File: src/rtl/spi_bus_arbiter.sv
// Round-robin arbiter sharing one SPI master between NUM_REQ requesters.
// Grants persist across multi-transaction sequences; a watchdog reclaims idle grants.
module spi_bus_arbiter #(
    parameter int unsigned NUM_REQ = 2,
    parameter int unsigned TMO_CYC = 4096
) (
    input  logic                    clk,
    input  logic                    rst,
    input  logic [NUM_REQ-1:0]      req,
    input  logic [NUM_REQ-1:0]      wrt_in,
    input  logic [16*NUM_REQ-1:0]   wt_data_in,
    output logic [NUM_REQ-1:0]      gnt,
    output logic [NUM_REQ-1:0]      done_out,
    output logic [15:0]             rd_data_out,
    output logic                    spi_wrt,
    output logic [15:0]             spi_wt_data,
    input  logic                    spi_done,
    input  logic [15:0]             spi_rd_data,
    input  logic                    spi_SS_n,
    output logic [NUM_REQ-1:0]      SS_n_out,
    output logic                    tmo_err
);

    localparam int unsigned OW       = (NUM_REQ > 1) ? $clog2(NUM_REQ) : 1;
    localparam int unsigned CW       = (TMO_CYC > 0) ? $clog2(TMO_CYC + 1) : 1;
    localparam int unsigned TMO_LAST = (TMO_CYC > 0) ? TMO_CYC - 1 : 0;

    typedef enum logic [1:0] {IDLE, GRANTED, BUSY} state_t;

    state_t              state_q, state_d;
    logic [OW-1:0]       owner_q, owner_d;
    logic [OW-1:0]       last_q, last_d;
    logic [NUM_REQ-1:0]  gnt_d;
    logic [CW-1:0]       cnt_q, cnt_d;
    logic                tmo_d;
    logic [OW-1:0]       pick;
    logic [15:0]         slice [NUM_REQ];

    // First requester above last_owner, wrapping around.
    function automatic logic [OW-1:0] rr_pick(input logic [NUM_REQ-1:0] r,
                                              input logic [OW-1:0] last);
        int unsigned idx;
        logic        found;
        rr_pick = last;
        found   = 1'b0;
        for (int unsigned k = 1; k <= NUM_REQ; k++) begin
            idx = 32'(last) + k;
            if (idx >= NUM_REQ) idx = idx - NUM_REQ;
            if (!found && r[OW'(idx)]) begin
                found   = 1'b1;
                rr_pick = OW'(idx);
            end
        end
    endfunction

    for (genvar i = 0; i < NUM_REQ; i++) begin : g_slice
        assign slice[i] = wt_data_in[16*i +: 16];
    end

    assign pick        = rr_pick(req, last_q);
    assign spi_wt_data = (|gnt) ? slice[owner_q] : 16'h0000;
    assign rd_data_out = spi_rd_data;
    assign SS_n_out    = ~gnt | {NUM_REQ{spi_SS_n}};

    always_ff @(posedge clk or posedge rst) begin
        if (rst) begin
            state_q <= IDLE;
            owner_q <= '0;
            last_q  <= OW'(NUM_REQ - 1);
            gnt     <= '0;
            cnt_q   <= '0;
            tmo_err <= 1'b0;
        end else begin
            state_q <= state_d;
            owner_q <= owner_d;
            last_q  <= last_d;
            gnt     <= gnt_d;
            cnt_q   <= cnt_d;
            tmo_err <= tmo_d;
        end
    end

    // Watchdog count survives only while staying in GRANTED.
    always_comb begin
        state_d  = state_q;
        owner_d  = owner_q;
        last_d   = last_q;
        gnt_d    = gnt;
        cnt_d    = '0;
        tmo_d    = 1'b0;
        spi_wrt  = 1'b0;
        done_out = '0;
        case (state_q)
            IDLE: begin
                gnt_d = '0;
                if (|req) begin
                    owner_d     = pick;
                    gnt_d[pick] = 1'b1;
                    state_d     = GRANTED;
                end
            end
            GRANTED: begin
                if (!req[owner_q]) begin
                    gnt_d   = '0;
                    last_d  = owner_q;
                    state_d = IDLE;
                end else if (wrt_in[owner_q]) begin
                    spi_wrt = 1'b1;
                    state_d = BUSY;
                end else if ((TMO_CYC != 0) && (cnt_q == CW'(TMO_LAST))) begin
                    tmo_d   = 1'b1;
                    gnt_d   = '0;
                    last_d  = owner_q;
                    state_d = IDLE;
                end else begin
                    cnt_d = cnt_q + 1'b1;
                end
            end
            BUSY: begin
                if (spi_done) begin
                    done_out[owner_q] = 1'b1;
                    if (req[owner_q]) begin
                        state_d = GRANTED;
                    end else begin
                        gnt_d   = '0;
                        last_d  = owner_q;
                        state_d = IDLE;
                    end
                end
            end
            default: begin
                gnt_d   = '0;
                state_d = IDLE;
            end
        endcase
    end

endmodule

File: config.mk
export PLATFORM = sky130hd
export DESIGN_NAME = spi_bus_arbiter
export DESIGN_NICKNAME = d
export VERILOG_FILES = /design/src/rtl/spi_bus_arbiter.sv
export SDC_FILE = /design/constraint.sdc
export NUM_CORES = 1
export LEC_CHECK = 0
export BUFFER_PORTS_ARGS = -buffer_cell sky130_fd_sc_hd__buf_2
export CAP_MARGIN = 5
export CORE_AREA = 2 2 65 61
export CTS_CLUSTER_DIAMETER = 80
export DETAILED_ROUTE_END_ITERATION = 10
export DIE_AREA = 0 0 67 63
export PLACE_DENSITY = 0.79
export SYNTH_ARGS = -nofsm -noshare
export SYNTH_HDL_FRONTEND = slang
export SYNTH_SLANG_ARGS = --single-unit
File: constraint.sdc
create_clock -name clk -period 1.9 [get_ports clk]
set_clock_uncertainty 0.1 [all_clocks]
set_input_delay 0.19 -clock clk [delete_from_list [all_inputs] [get_ports clk]]
set_output_delay 0.19 -clock clk [all_outputs]
set_load 0.02 [all_outputs]
==> results.yml <==
logic_synthesis:
  synth_top_area_cell: "dfrtp_1"
  netlist-cell-type-count: 36
  netlist_area_mm2: 0.00145
  ys_ff_latch: 20
  synthTopCellsByArea: "dfrtp_1, mux2i_1, buf_4"
  synth.avg_cell_area_um2: 8.75
  synth_fp_nets: 223
  ys_warn_count: 0
  synth.yosys.seq_area_share_pct: 34.5
  synth_top_area_share_pct: 32.7
  netlist_instances: 166
route:
  via_count: 1318
  dr.pass1.iters: 4
  drc_errors: 0
  drt_iter0_drc: 92
  drtAntennaViolNets: 0
  routedWlPerCell_um: 13.0
  routed_wl_um: 3420
  vias_per_cell: 4.99
pwr:
  ir_drop_v: 0.000388
  p_leak_nw: 0.935
  finalPower_mw: 2.15
  p_per_area_mw_per_mm2: 1200
clocking:
  clkTransAtPathRegs_ns: 0.07
  htree_levels: 1
  worstSkewPairLatency_ns: 0.27
  clockBufferDepth: 2
  cts_root_buffer: "clkbuf_8"
  cts_tree: "yes"
  cts_sinks: 20
  cts_setup_buffers: 0
  numCtsBuffers: 3
worst_setup_path:
  cp_slowest_stage_delay_ns: 0.55
  worst_ep_arrival_time_ns: 1.87
  r2r_end: "gnt[1]$_DFFE_PP0P_"
  start_kind: "register"
  path_class: "register to register"
  rr_startpoint: "cnt_q[0]$_DFF_PP0_"
  reg2regPathDepth: 5
  end_kind: "register"
  cpMaxStageDelayCell: "or4_4"
  reg2reg_slack_ns: 0.08
  critPathMaxFanout: 5
  cp-startpoint: "cnt_q[0]$_DFF_PP0_"
  cp.required_ns: 1.95
  worstPathCellList: "ha_1, nand3_2, or4_4, o211ai_1, nand2_1"
die:
  row_count: 21
  die_area_mm2: 0.00422
  dieWidth_um: 67
  die_height_um: 63
  start_util_pct: 40.7
  core_area_mm2: 0.00357
  pin_count: 96
final_layout:
  register_area_um2: 503
  finish.net_count: 276
  antenna_cells: 0
  nFillCells: 357
  area_growth_pct: 23.4
  multiInputGateArea_um2: 777
  drive_above_1_share_pct: 37.6
hold_path:
  hold_class: "input pin to register"
  hold_path.startpoint: "spi_done"
  hold_end: "state_q[1]$_DFFE_PP0P_"
  min_path_cells: 2
timing:
  setup_violations: 0
  slew_headroom_pct: 48.6
  period_needed_ns: 1.82
  finalMaxSlewViolations: 0
  finalCritPeriodShare_pct: 95.6
  final.setup.tns_ns: 0
  worst_slew_pin_slew_ns: 0.771
  fmax_mhz: 550
  rsz0062_at_grt: "false"
  hold_slack_ns: 0.0757
  hold_viol: 0
grt:
  grt_pass1_wl_um: 5540
  grt_pass1_vias: 1213
  overflow: 0
  antenna_found_initial: 0
  grt.total_usage_pct: 16.8
  grt_start_max_net_pins: 21
placement:
  place_congestion: 0.804
  dp_hpwl_um: 2670
  portBuffers: 63
run_status:
  status: "finished clean"
flow_run:
  cap_violations: 0
-- critical path, delay by kind of cell, from the launching register on --
kind	cells	cell delay, ns
flip-flops	1	0.39
adder cells (fa/ha/maj)	1	0.24
AND/OR/NAND/NOR	3	0.78
AO/OA/AOI/OAI	1	0.20
-- flip-flops by register name (all words and copies together) (netlist names) --
name and flops:
tmo_err 1, state_q 2, owner_q 1, last_q 1
cnt_q 13, gnt 2
-- synth_stat cells --
cell type,instances
a2111oi_0,2
a21o_1,1
a21oi_1,7
a311oi_1,1
a32oi_1,1
and2b_1,1
and3_1,3
and4_1,3
buf_2,2
buf_4,18
clkbuf_1,2
dfrtp_1,19
dfstp_2,1
ha_1,1
inv_1,7
mux2_2,1
mux2i_1,17
mux2i_4,1
nand2_1,8
nand2b_1,4
nand3_1,5
nand3_2,2
nand4_1,1
nand4_2,1
nor2_1,31
nor2b_1,1
nor3_1,4
nor3b_1,2
o211ai_1,2
o21ai_0,3
o22ai_1,1
or3_1,2
or4_4,1
or4b_1,1
xnor2_1,4
xor2_1,5
-- placed cells by master, fill, tap and decap left out, types with 2 or more instances in the layout --
cell type / n
nor3_1: 3
clkbuf_8: 4
buf_2: 63
mux2i_1: 17
and3_1: 3
xor2_1: 5
inv_1: 7
a21oi_1: 7
o21ai_0: 3
nand3_1: 5
nand2b_1: 4
xnor2_1: 4
nand2_1: 8
and4_1: 3
o211ai_1: 2
buf_4: 5
or3_1: 2
dfrtp_1: 18
a2111oi_0: 2
nand3_2: 2
nor3b_1: 2
nor2_1: 31
-- stage by stage --
stage               instance area (µm²)  util [%]  cells  setup WS (ns)
floorplan                          1450         -    166         0.0996
global placement                   1720      48.1    259          0.191
detailed placement                 1720      48.1    259         0.0616
CTS                                1780      49.9    264         0.0140
global route                       1790      50.2    264         0.0133
finish                             1790      50.2    264         0.0833
-- report_power, final --
group          leakage [nW]  internal (mW)  total (mW)  switching (mW)
clock network        0.0288          0.185       0.329           0.144
logic                 0.640          0.493        1.21           0.719
registers             0.267          0.502       0.605           0.103
total                 0.935           1.18        2.15           0.966
-- layer usage --
metal	GRT usage [%]	vias to the layer above	part of all wire (%)
li1	-	664	-
met1	22.0	611	44
met3	2.34	5	5.0
met5	0	-	0
met2	27.2	38	50
met4	7.14	0	1.7
-- worst max path at each step --
stage,to,cells past startpoint
floorplan,done_out[1],4
global placement,gnt[0]$_DFFE_PP0P_,5
detailed placement,cnt_q[7]$_DFF_PP0_,6
CTS,spi_wt_data[5],4
global route,gnt[1]$_DFFE_PP0P_,5
finish,gnt[1]$_DFFE_PP0P_,5
-- cell type report --
type                            count  area share [%]
Sequential cell                    20            28.1
Inverter                            7            1.47
Clock buffer                        4            3.07
Tap cell                           46            3.21
Multi-Input combinational cell    117            43.3
Timing Repair Buffer               70            20.9
-- logic make-up after synthesis --
logic type | count (synthesis) | synth area share [%]
flip-flops | 20 | 34.5
adder cells (fa/ha/maj) | 1 | 0.861
AO/OA/AOI/OAI | 18 | 7.84
multiplexers | 19 | 14.0
XOR/XNOR | 9 | 5.43
AND/OR/NAND/NOR | 70 | 25.0
buffers and inverters | 29 | 12.3
-- timing repair --
action,4_1_cts,5_1_grt
setup endpoints to repair,0,25
endpoints found under the hold margin,19,0
hold buffers,1,0
resized for setup,0,3
No activity file was read; power rests on OpenSTA's default activity.
